File: src/rtl/bpu_gshare.sv
// bpu_gshare: direct-mapped BTB with 2-bit saturating counters, in bimodal
// (MODE=0) or gshare (MODE=1) indexing. The F-stage lookup is registered into
// D alignment. E-stage resolution trains the table and shifts the global
// history register.
//
// Ports:
//   clk, rst        clock, synchronous active-high reset
//   f_pc            F-stage fetch PC used for lookup
//   f_stall         hold all d_* outputs
//   d_flush         clear all d_* outputs (wins over f_stall)
//   d_pred_hit      registered: tag matched a valid entry
//   d_pred_taken    registered: hit and counter MSB set
//   d_pred_target   registered: stored target, 0 on miss
//   d_pred_idx      registered: table index used for the lookup
//   e_upd_valid     E-stage branch resolved this cycle (one pulse per branch)
//   e_upd_pc        PC of the resolved branch (tag source)
//   e_upd_idx       index carried from d_pred_idx (always used as-is)
//   e_upd_taken     resolved direction
//   e_upd_target    resolved target
module bpu_gshare #(
    parameter int unsigned ENTRIES = 64,
    parameter int unsigned TAG_W   = 8,
    parameter int unsigned MODE    = 0
) (
    input  logic                       clk,
    input  logic                       rst,
    input  logic [31:0]                f_pc,
    input  logic                       f_stall,
    input  logic                       d_flush,
    output logic                       d_pred_hit,
    output logic                       d_pred_taken,
    output logic [31:0]                d_pred_target,
    output logic [$clog2(ENTRIES)-1:0] d_pred_idx,
    input  logic                       e_upd_valid,
    input  logic [31:0]                e_upd_pc,
    input  logic [$clog2(ENTRIES)-1:0] e_upd_idx,
    input  logic                       e_upd_taken,
    input  logic [31:0]                e_upd_target
);

    localparam int unsigned IDX_W  = $clog2(ENTRIES);
    localparam int unsigned TAG_LO = IDX_W + 2;
    localparam int unsigned TAG_HI = IDX_W + TAG_W + 1;

    // Table storage (flop arrays).
    logic                valid_q  [ENTRIES];
    logic [TAG_W-1:0]    tag_q    [ENTRIES];
    logic [31:0]         target_q [ENTRIES];
    logic [1:0]          ctr_q    [ENTRIES];
    logic [IDX_W-1:0]    ghr_q;
    logic [IDX_W-1:0]    ghr_d;

    // D-aligned lookup result.
    logic                d_hit_q;
    logic                d_taken_q;
    logic [31:0]         d_target_q;
    logic [IDX_W-1:0]    d_idx_q;

    // F-stage combinational lookup.
    logic [IDX_W-1:0]    idx_f;
    logic [TAG_W-1:0]    tag_f;
    logic                hit_f;
    logic                taken_f;
    logic [31:0]         target_f;

    // E-stage update decode.
    logic [TAG_W-1:0]    upd_tag;
    logic                upd_hit;
    logic                upd_alloc;
    logic                upd_wr_ctr;
    logic                upd_wr_tgt;
    logic [1:0]          upd_ctr_d;

    // Lookup: history only folds into the index in gshare mode.
    always_comb begin
        idx_f    = f_pc[TAG_LO-1:2] ^ ((MODE != 0) ? ghr_q : IDX_W'(0));
        tag_f    = f_pc[TAG_HI:TAG_LO];
        hit_f    = valid_q[idx_f] && (tag_q[idx_f] == tag_f);
        taken_f  = hit_f && ctr_q[idx_f][1];
        target_f = hit_f ? target_q[idx_f] : 32'd0;
    end

    // Update decode: reads pre-update contents at e_upd_idx only.
    always_comb begin
        upd_tag    = e_upd_pc[TAG_HI:TAG_LO];
        upd_hit    = valid_q[e_upd_idx] && (tag_q[e_upd_idx] == upd_tag);
        upd_alloc  = 1'b0;
        upd_wr_ctr = 1'b0;
        upd_wr_tgt = 1'b0;
        upd_ctr_d  = ctr_q[e_upd_idx];
        ghr_d      = ghr_q;
        if (e_upd_valid) begin
            ghr_d = {ghr_q[IDX_W-2:0], e_upd_taken};
            if (e_upd_taken) begin
                upd_wr_ctr = 1'b1;
                upd_wr_tgt = 1'b1;
                if (upd_hit) begin
                    upd_ctr_d = (ctr_q[e_upd_idx] == 2'b11) ? 2'b11
                                                            : ctr_q[e_upd_idx] + 2'd1;
                end else begin
                    upd_alloc = 1'b1;
                    upd_ctr_d = 2'b10;
                end
            end else if (upd_hit) begin
                upd_wr_ctr = 1'b1;
                upd_ctr_d  = (ctr_q[e_upd_idx] == 2'b00) ? 2'b00
                                                         : ctr_q[e_upd_idx] - 2'd1;
            end
        end
    end

    // Valid bits, counters and history: the only table state that resets.
    always_ff @(posedge clk) begin
        if (rst) begin
            for (int i = 0; i < int'(ENTRIES); i++) begin
                valid_q[i] <= 1'b0;
                ctr_q[i]   <= 2'b01;
            end
            ghr_q <= '0;
        end else begin
            ghr_q <= ghr_d;
            if (upd_alloc) begin
                valid_q[e_upd_idx] <= 1'b1;
            end
            if (upd_wr_ctr) begin
                ctr_q[e_upd_idx] <= upd_ctr_d;
            end
        end
    end

    // Tag/target payload: no reset needed, qualified by valid.
    always_ff @(posedge clk) begin
        if (!rst && upd_alloc) begin
            tag_q[e_upd_idx] <= upd_tag;
        end
        if (!rst && upd_wr_tgt) begin
            target_q[e_upd_idx] <= e_upd_target;
        end
    end

    // D register: rst > d_flush > f_stall > load.
    always_ff @(posedge clk) begin
        if (rst || d_flush) begin
            d_hit_q    <= 1'b0;
            d_taken_q  <= 1'b0;
            d_target_q <= 32'd0;
            d_idx_q    <= '0;
        end else if (!f_stall) begin
            d_hit_q    <= hit_f;
            d_taken_q  <= taken_f;
            d_target_q <= target_f;
            d_idx_q    <= idx_f;
        end
    end

    assign d_pred_hit    = d_hit_q;
    assign d_pred_taken  = d_taken_q;
    assign d_pred_target = d_target_q;
    assign d_pred_idx    = d_idx_q;

    // PC bits outside the index/tag fields carry no information here.
    logic unused_hi;
    logic unused_pc;
    if (TAG_HI < 31) begin : g_hi_bits
        assign unused_hi = ^{f_pc[31:TAG_HI+1], e_upd_pc[31:TAG_HI+1]};
    end else begin : g_no_hi_bits
        assign unused_hi = 1'b0;
    end
    assign unused_pc = ^{f_pc[1:0], e_upd_pc[TAG_LO-1:0], unused_hi};

endmodule

File: config.mk
export PLATFORM = sky130hd
export DESIGN_NAME = bpu_gshare
export DESIGN_NICKNAME = d
export VERILOG_FILES = /design/src/rtl/bpu_gshare.sv
export SDC_FILE = /design/constraint.sdc
export NUM_CORES = 2
export LEC_CHECK = 0
export BUFFER_PORTS_ARGS = -buffer_cell sky130_fd_sc_hd__buf_2
export CAP_MARGIN = 20
export CORE_ASPECT_RATIO = 1.75
export CORE_MARGIN = 1
export CORE_UTILIZATION = 60
export DETAILED_ROUTE_END_ITERATION = 7
export PLACE_DENSITY_LB_ADDON = 0.3
export SYNTH_ARGS = -nofsm -noshare
export SYNTH_HDL_FRONTEND = slang
export SYNTH_SLANG_ARGS = --single-unit
File: constraint.sdc
create_clock -name clk -period 8.3 [get_ports clk]
set_input_delay 0 -clock clk [delete_from_list [all_inputs] [get_ports clk]]
set_output_delay 0 -clock clk [all_outputs]
set_load 0.1 [all_outputs]
### After elaboration in Yosys (flattened, before gate mapping)

Memories as Yosys holds them, arrays and structs flattened.
Cells that the tools add are included.

* muxes and demuxes: 33
* bitwise operators: 0
* eq/ne operators: 3
* magnitude comparators: 0
* $mul: 0
* shift operators: 0
* $add $sub $neg: 2
* reductions and logical operators: 10
* divide/modulo/power cells: 0

Operator list (count)
* two-way mux 32 bit: 1
* two-way mux 1 bit: 23
* == test 8 bit: 2
* two-way mux 2 bit: 7
* two-way mux 6 bit: 2
* logical AND 1 bit: 5
* adder 2 x 1 -> 2 bit, second input constant: 1
* == test 2 bit, second input constant: 1
* logical NOT 2 bit: 1
* OR reduction 2 bit: 1
* subtractor 2 x 1 -> 2 bit, second input constant: 1
* logical NOT 1 bit: 1
* logical OR 1 bit: 1
* OR reduction 1 bit: 1

* bits in registers: 40
* output and inout bits: 40
* memories kept: 4
* memory bits (writable): 2752
* word-level logic and storage cells: 56
* bits in latches: 0
* bits in read-only memories: 0

Memory list
* target_q: words 64, bits a word 32, read ports 1, clocked after memory_dff 0, write ports 1, RTL line 48 `logic [31:0] target_q [ENTRIES];`
* tag_q: words 64, bits a word 8, read ports 2, clocked after memory_dff 0, write ports 1, RTL line 47 `logic [TAG_W-1:0] tag_q [ENTRIES];`
* ctr_q: words 64, bits a word 2, read ports 2, clocked after memory_dff 0, write ports 64, RTL line 49 `logic [1:0] ctr_q [ENTRIES];`
* valid_q: words 64, bits a word 1, read ports 2, clocked after memory_dff 0, write ports 64, RTL line 46 `logic valid_q [ENTRIES];`

### Longest topological paths before layout

An unclocked memory read counts as a cell.

* depth in word-level cells: 11
* gate-level depth with buffers: 20
* mapped depth without buffers: 10

### Least setup slack after synthesis

OpenSTA, ideal clock, no wires.

* path type: input -> register
* from: input port f_pc[2]
* to: register d_target_q[1] (netlist: d_pred_target[1])
* stages on the path: 11
* slack: 4.770 ns
* arrival time: 3.413 ns
* cell sequence: clkbuf_1 > buf_2 > buf_2 > buf_2 > buf_2 > buf_1 > mux4_2 > mux4_2 > mux4_2 > nand2b_1 > nand2_1

* longest elaborated chain between the ends: 4

Ends and longest elaborated chain
* start: declaration: RTL line 27 `input logic [31:0] f_pc,`
* memory (64 x 8 bit)
* == test 8 bit: RTL line 78 `hit_f = valid_q[idx_f] && (tag_q[idx_f] == tag_f);`
* logical AND 1 bit: RTL line 78
* two-way mux 32 bit (*): RTL line 80 `target_f = hit_f ? target_q[idx_f] : 32'd0;`
* end signal: assignment: RTL line 151 `d_target_q <= target_f;`
* end: declaration: RTL line 56 `logic [31:0] d_target_q;`

Every way passes the cells marked *; elsewhere a longest branch is shown, timed or not.
A chain may end at the register's enable or synchronous reset.

==> flow_summary.ini <==
[timing]
min_period_over_period = 0.735
rsz0062_at_grt = false
drv_slew = 0
skew_ns = 0.0978
hold_viol = 0
slew_headroom = 0.162
setup-tns-final_ns = 0
fin_crit_ns = 6.10
whs_ns = 0.0446
finalSetupViolations = 0
worst_slew_pin_slew_ns = 1.25
max_clock_freq_ghz = 0.164

[routing]
detail-route-antenna-nets = 0
wire_per_inst_um = 40.9
wirelength_um = 336000
vias_per_cell = 7.43
drt_iter0_markers = 8527
drcViolationCount = 0
vias = 61120
drt_pass1_iterations = 6

[min_path]
hold_class = in -> reg
min_path_cells = 2
whs_endpoint = target_q[14][22]$_DFFE_PP_
hold_start = e_upd_target[22]

[critical_path]
crit_path_max_fanout = 21
worstPathArrival_ns = 6.52
start_kind = flop
r2r_end = tag_q[4][6]$_DFFE_PP_
regToRegSetupSlack_ns = 2.20
worstRegToRegCells = 11
crit_required_ns = 8.72
timing.rr.start = tag_q[27][7]$_DFFE_PP_
end_kind = flop
crit_type = reg -> reg

[floorplan]
die_x_um = 331
die_h_um = 578
fp-row-count = 211
start_util = 0.603
coreArea_um2 = 188000
io_pins = 148
die-area_um2 = 191000

[power_and_ir_drop]
power.internal_mw = 22.2
power_density_nw_per_um2 = 225
ir_drop_mv = 0.215
p_switching_mw = 6.18
swShare = 0.218
p_leak_nw = 38.9
p_clk_frac = 0.391
power.total_mw = 28.4
combPwrFrac = 0.063
power_frac_seq = 0.546

[global_route]
antenna_found_initial = 30
grt_max_degree = 141
grt.overflow.total = 0
grt_util_all_layers = 0.356
grt_pass1_vias = 61996
grt_pass1_wl_um = 464000

[cts]
post-cts-setup-buffers = 0
cts_buffers = 233
path_clk_slew_ns = 0.08
clock-root-buffer = clkbuf_16
h-tree-depth = 4
clk-insertion-delay-late_ns = 0.91
clock_path_buffers = 4
cts_tree = built
clkSinkCount = 2792

[yosys]
avgSynthCellArea_um2 = 21.1
synth_fp_nets = 5505
seq_area_frac_synth = 0.728
ys_async_sr_fraction = 0
synth_simple_gate_area_frac = 0.0271
ys_seq_elements = 2792
synth_ff_type = edfxtp_1
synth_xor_area_frac = 0.00122
synth-compound-area-share = 0.0306
yosys.area_share.adder = 0.0000880
synth_warnings = 0
syn_area_um2 = 114000
syn_inst = 5397
synth_top_family_by_area = multiplexers
synth-edff-count = 2688
synth_mux_area_frac = 0.196
yosysUniqueCellTypes = 83

[placed_design]
place.gp.congestion = 1.00
io_buffers = 105
hpwl_um = 190000

[finish]
syn_to_final_growth_pct = 10.6
final_nets = 5688
fillers = 11635
drive_above_1_share = 0.296
multi_input_area_um2 = 29500
final-seq-area_um2 = 82800

[run]
cap_violations = 0

[status]
status = completed
-- Yosys cell counts (49+ instances only) --
| cell | count | share of area |
|---|---|---|
| nand2_1 | 130 | 0.0043 |
| clkbuf_1 | 195 | 0.0064 |
| mux2_2 | 51 | 0.0050 |
| o21ai_0 | 91 | 0.0040 |
| nor2_1 | 158 | 0.0052 |
| buf_2 | 105 | 0.0046 |
| o2bb2ai_1 | 63 | 0.0049 |
| nand3_1 | 49 | 0.0022 |
| mux4_2 | 907 | 0.18 |
| edfxtp_1 | 2688 | 0.71 |
| mux2i_1 | 120 | 0.011 |
| a22oi_1 | 78 | 0.0051 |
| dfxtp_1 | 104 | 0.018 |
| nor3_1 | 88 | 0.0039 |
| or3_1 | 66 | 0.0036 |
-- area by class of cell --
class,instances,area share
Sequential cell,2792,0.658
Multi-Input combinational cell,2196,0.235
Clock buffer,279,0.0485
Tap cell,2449,0.0244
Timing Repair Buffer,347,0.0223
Clock inverter,142,0.0114
Inverter,10,0.000308
Antenna cell,11,0.000219
-- repair_timing --
action | 4_1_cts | 5_1_grt
hold endpoints to repair | 2601 | 0
hold buffers | 50 | 0
gates resized for setup | 0 | 0
-- critical path, cell delays in order, from the launching register on --
cell       delay, ns
edfxtp_1        0.39
mux4_2          0.58
a221oi_1        0.76
nor2_1          0.09
a21oi_1         0.80
o2111ai_1       0.27
xor2_1          0.24
or3_1           0.42
nor3_2          0.17
buf_4           0.34
nand2b_1        0.94
nor2_1          0.58
-- cell families (layout without fill, tap and decap cells) --
kind of cell,count (synthesis),after routing
DFF,2792,2792
other,0,11
AOI/OAI and AO/OA,483,483
xor gates and xnor gates,15,15
adders and majority gates,1,1
and+or+nand+nor,615,615
muxes,1082,1082
buffers and inverters,409,778
-- registers in the layout, summed over array words and instances (netlist names) --
name,flops
d_pred_taken,1
valid_q,64
d_pred_hit,1
ctr_q,128
d_pred_target,32
tag_q,512
target_q,2048
d_pred_idx,6
-- worst max path at each step --
stage / startpoint / cells past startpoint / end
floorplan: f_pc[2] / 11 / d_pred_target[1]$_SDFFE_PP0N_
global placement: e_upd_idx[0] / 13 / tag_q[4][2]$_DFFE_PP_
detailed placement: e_upd_idx[0] / 13 / tag_q[4][6]$_DFFE_PP_
CTS: tag_q[27][7]$_DFFE_PP_ / 11 / tag_q[4][6]$_DFFE_PP_
global route: tag_q[24][7]$_DFFE_PP_ / 11 / tag_q[4][6]$_DFFE_PP_
finish: tag_q[27][7]$_DFFE_PP_ / 11 / tag_q[4][6]$_DFFE_PP_
-- layer usage --
layer	vias up	wire length, um	GRT usage
li1	23268	-	-
met3	1285	32200	0.0716
met5	-	144	0
met2	4781	171000	0.592
met4	22	31100	0.274
met1	31764	102000	0.403
-- power by group through the flow --
stage,Combinational [mW],Sequential [mW],Clock [mW]
global route,1.82,15.5,11.6
finish,1.78,15.5,11.1
detailed placement,1.70,15.8,0
floorplan,1.01,15.8,0
CTS,1.73,15.5,11.1
global placement,1.67,15.8,0
-- metrics by stage --
stage	cells	setup WS [ns]	utilization	instance area, um^2
after floorplan	5397	4.77	-	114000
after global placement	7729	2.22	0.623	117000
after detailed placement	7730	2.18	0.623	118000
after CTS	8201	2.86	0.666	126000
after global routing	8218	2.36	0.667	126000
final	8226	2.20	0.667	126000
-- placed cells by master (no fill, tap or decap), types with 11 or more instances in the layout --
cell and instances:
o2bb2ai_1 63, diode_2 11, xnor2_1 12, nor2_4 67
mux4_2 907, nor2_1 90, or3_1 66, buf_4 171
edfxtp_1 2688, o21ai_0 88, dfxtp_1 104, dlygate4sd3_1 50
nand2_1 130, clkbuf_1 38, a21o_1 14, clkinv_2 48
clkinvlp_4 18, a22oi_1 78, a31oi_1 13, mux2_2 51
a22o_1 17, bufinv_16 26, nand3b_1 11, nor3_1 83
a221oi_1 40, o22ai_1 41, nand2b_1 41, a21oi_1 46
mux2i_1 120, buf_2 96, clkbuf_16 235, buf_12 15
clkinv_1 38, nand3_1 49, a221o_1 12
(Power assumes the default switching activity.)
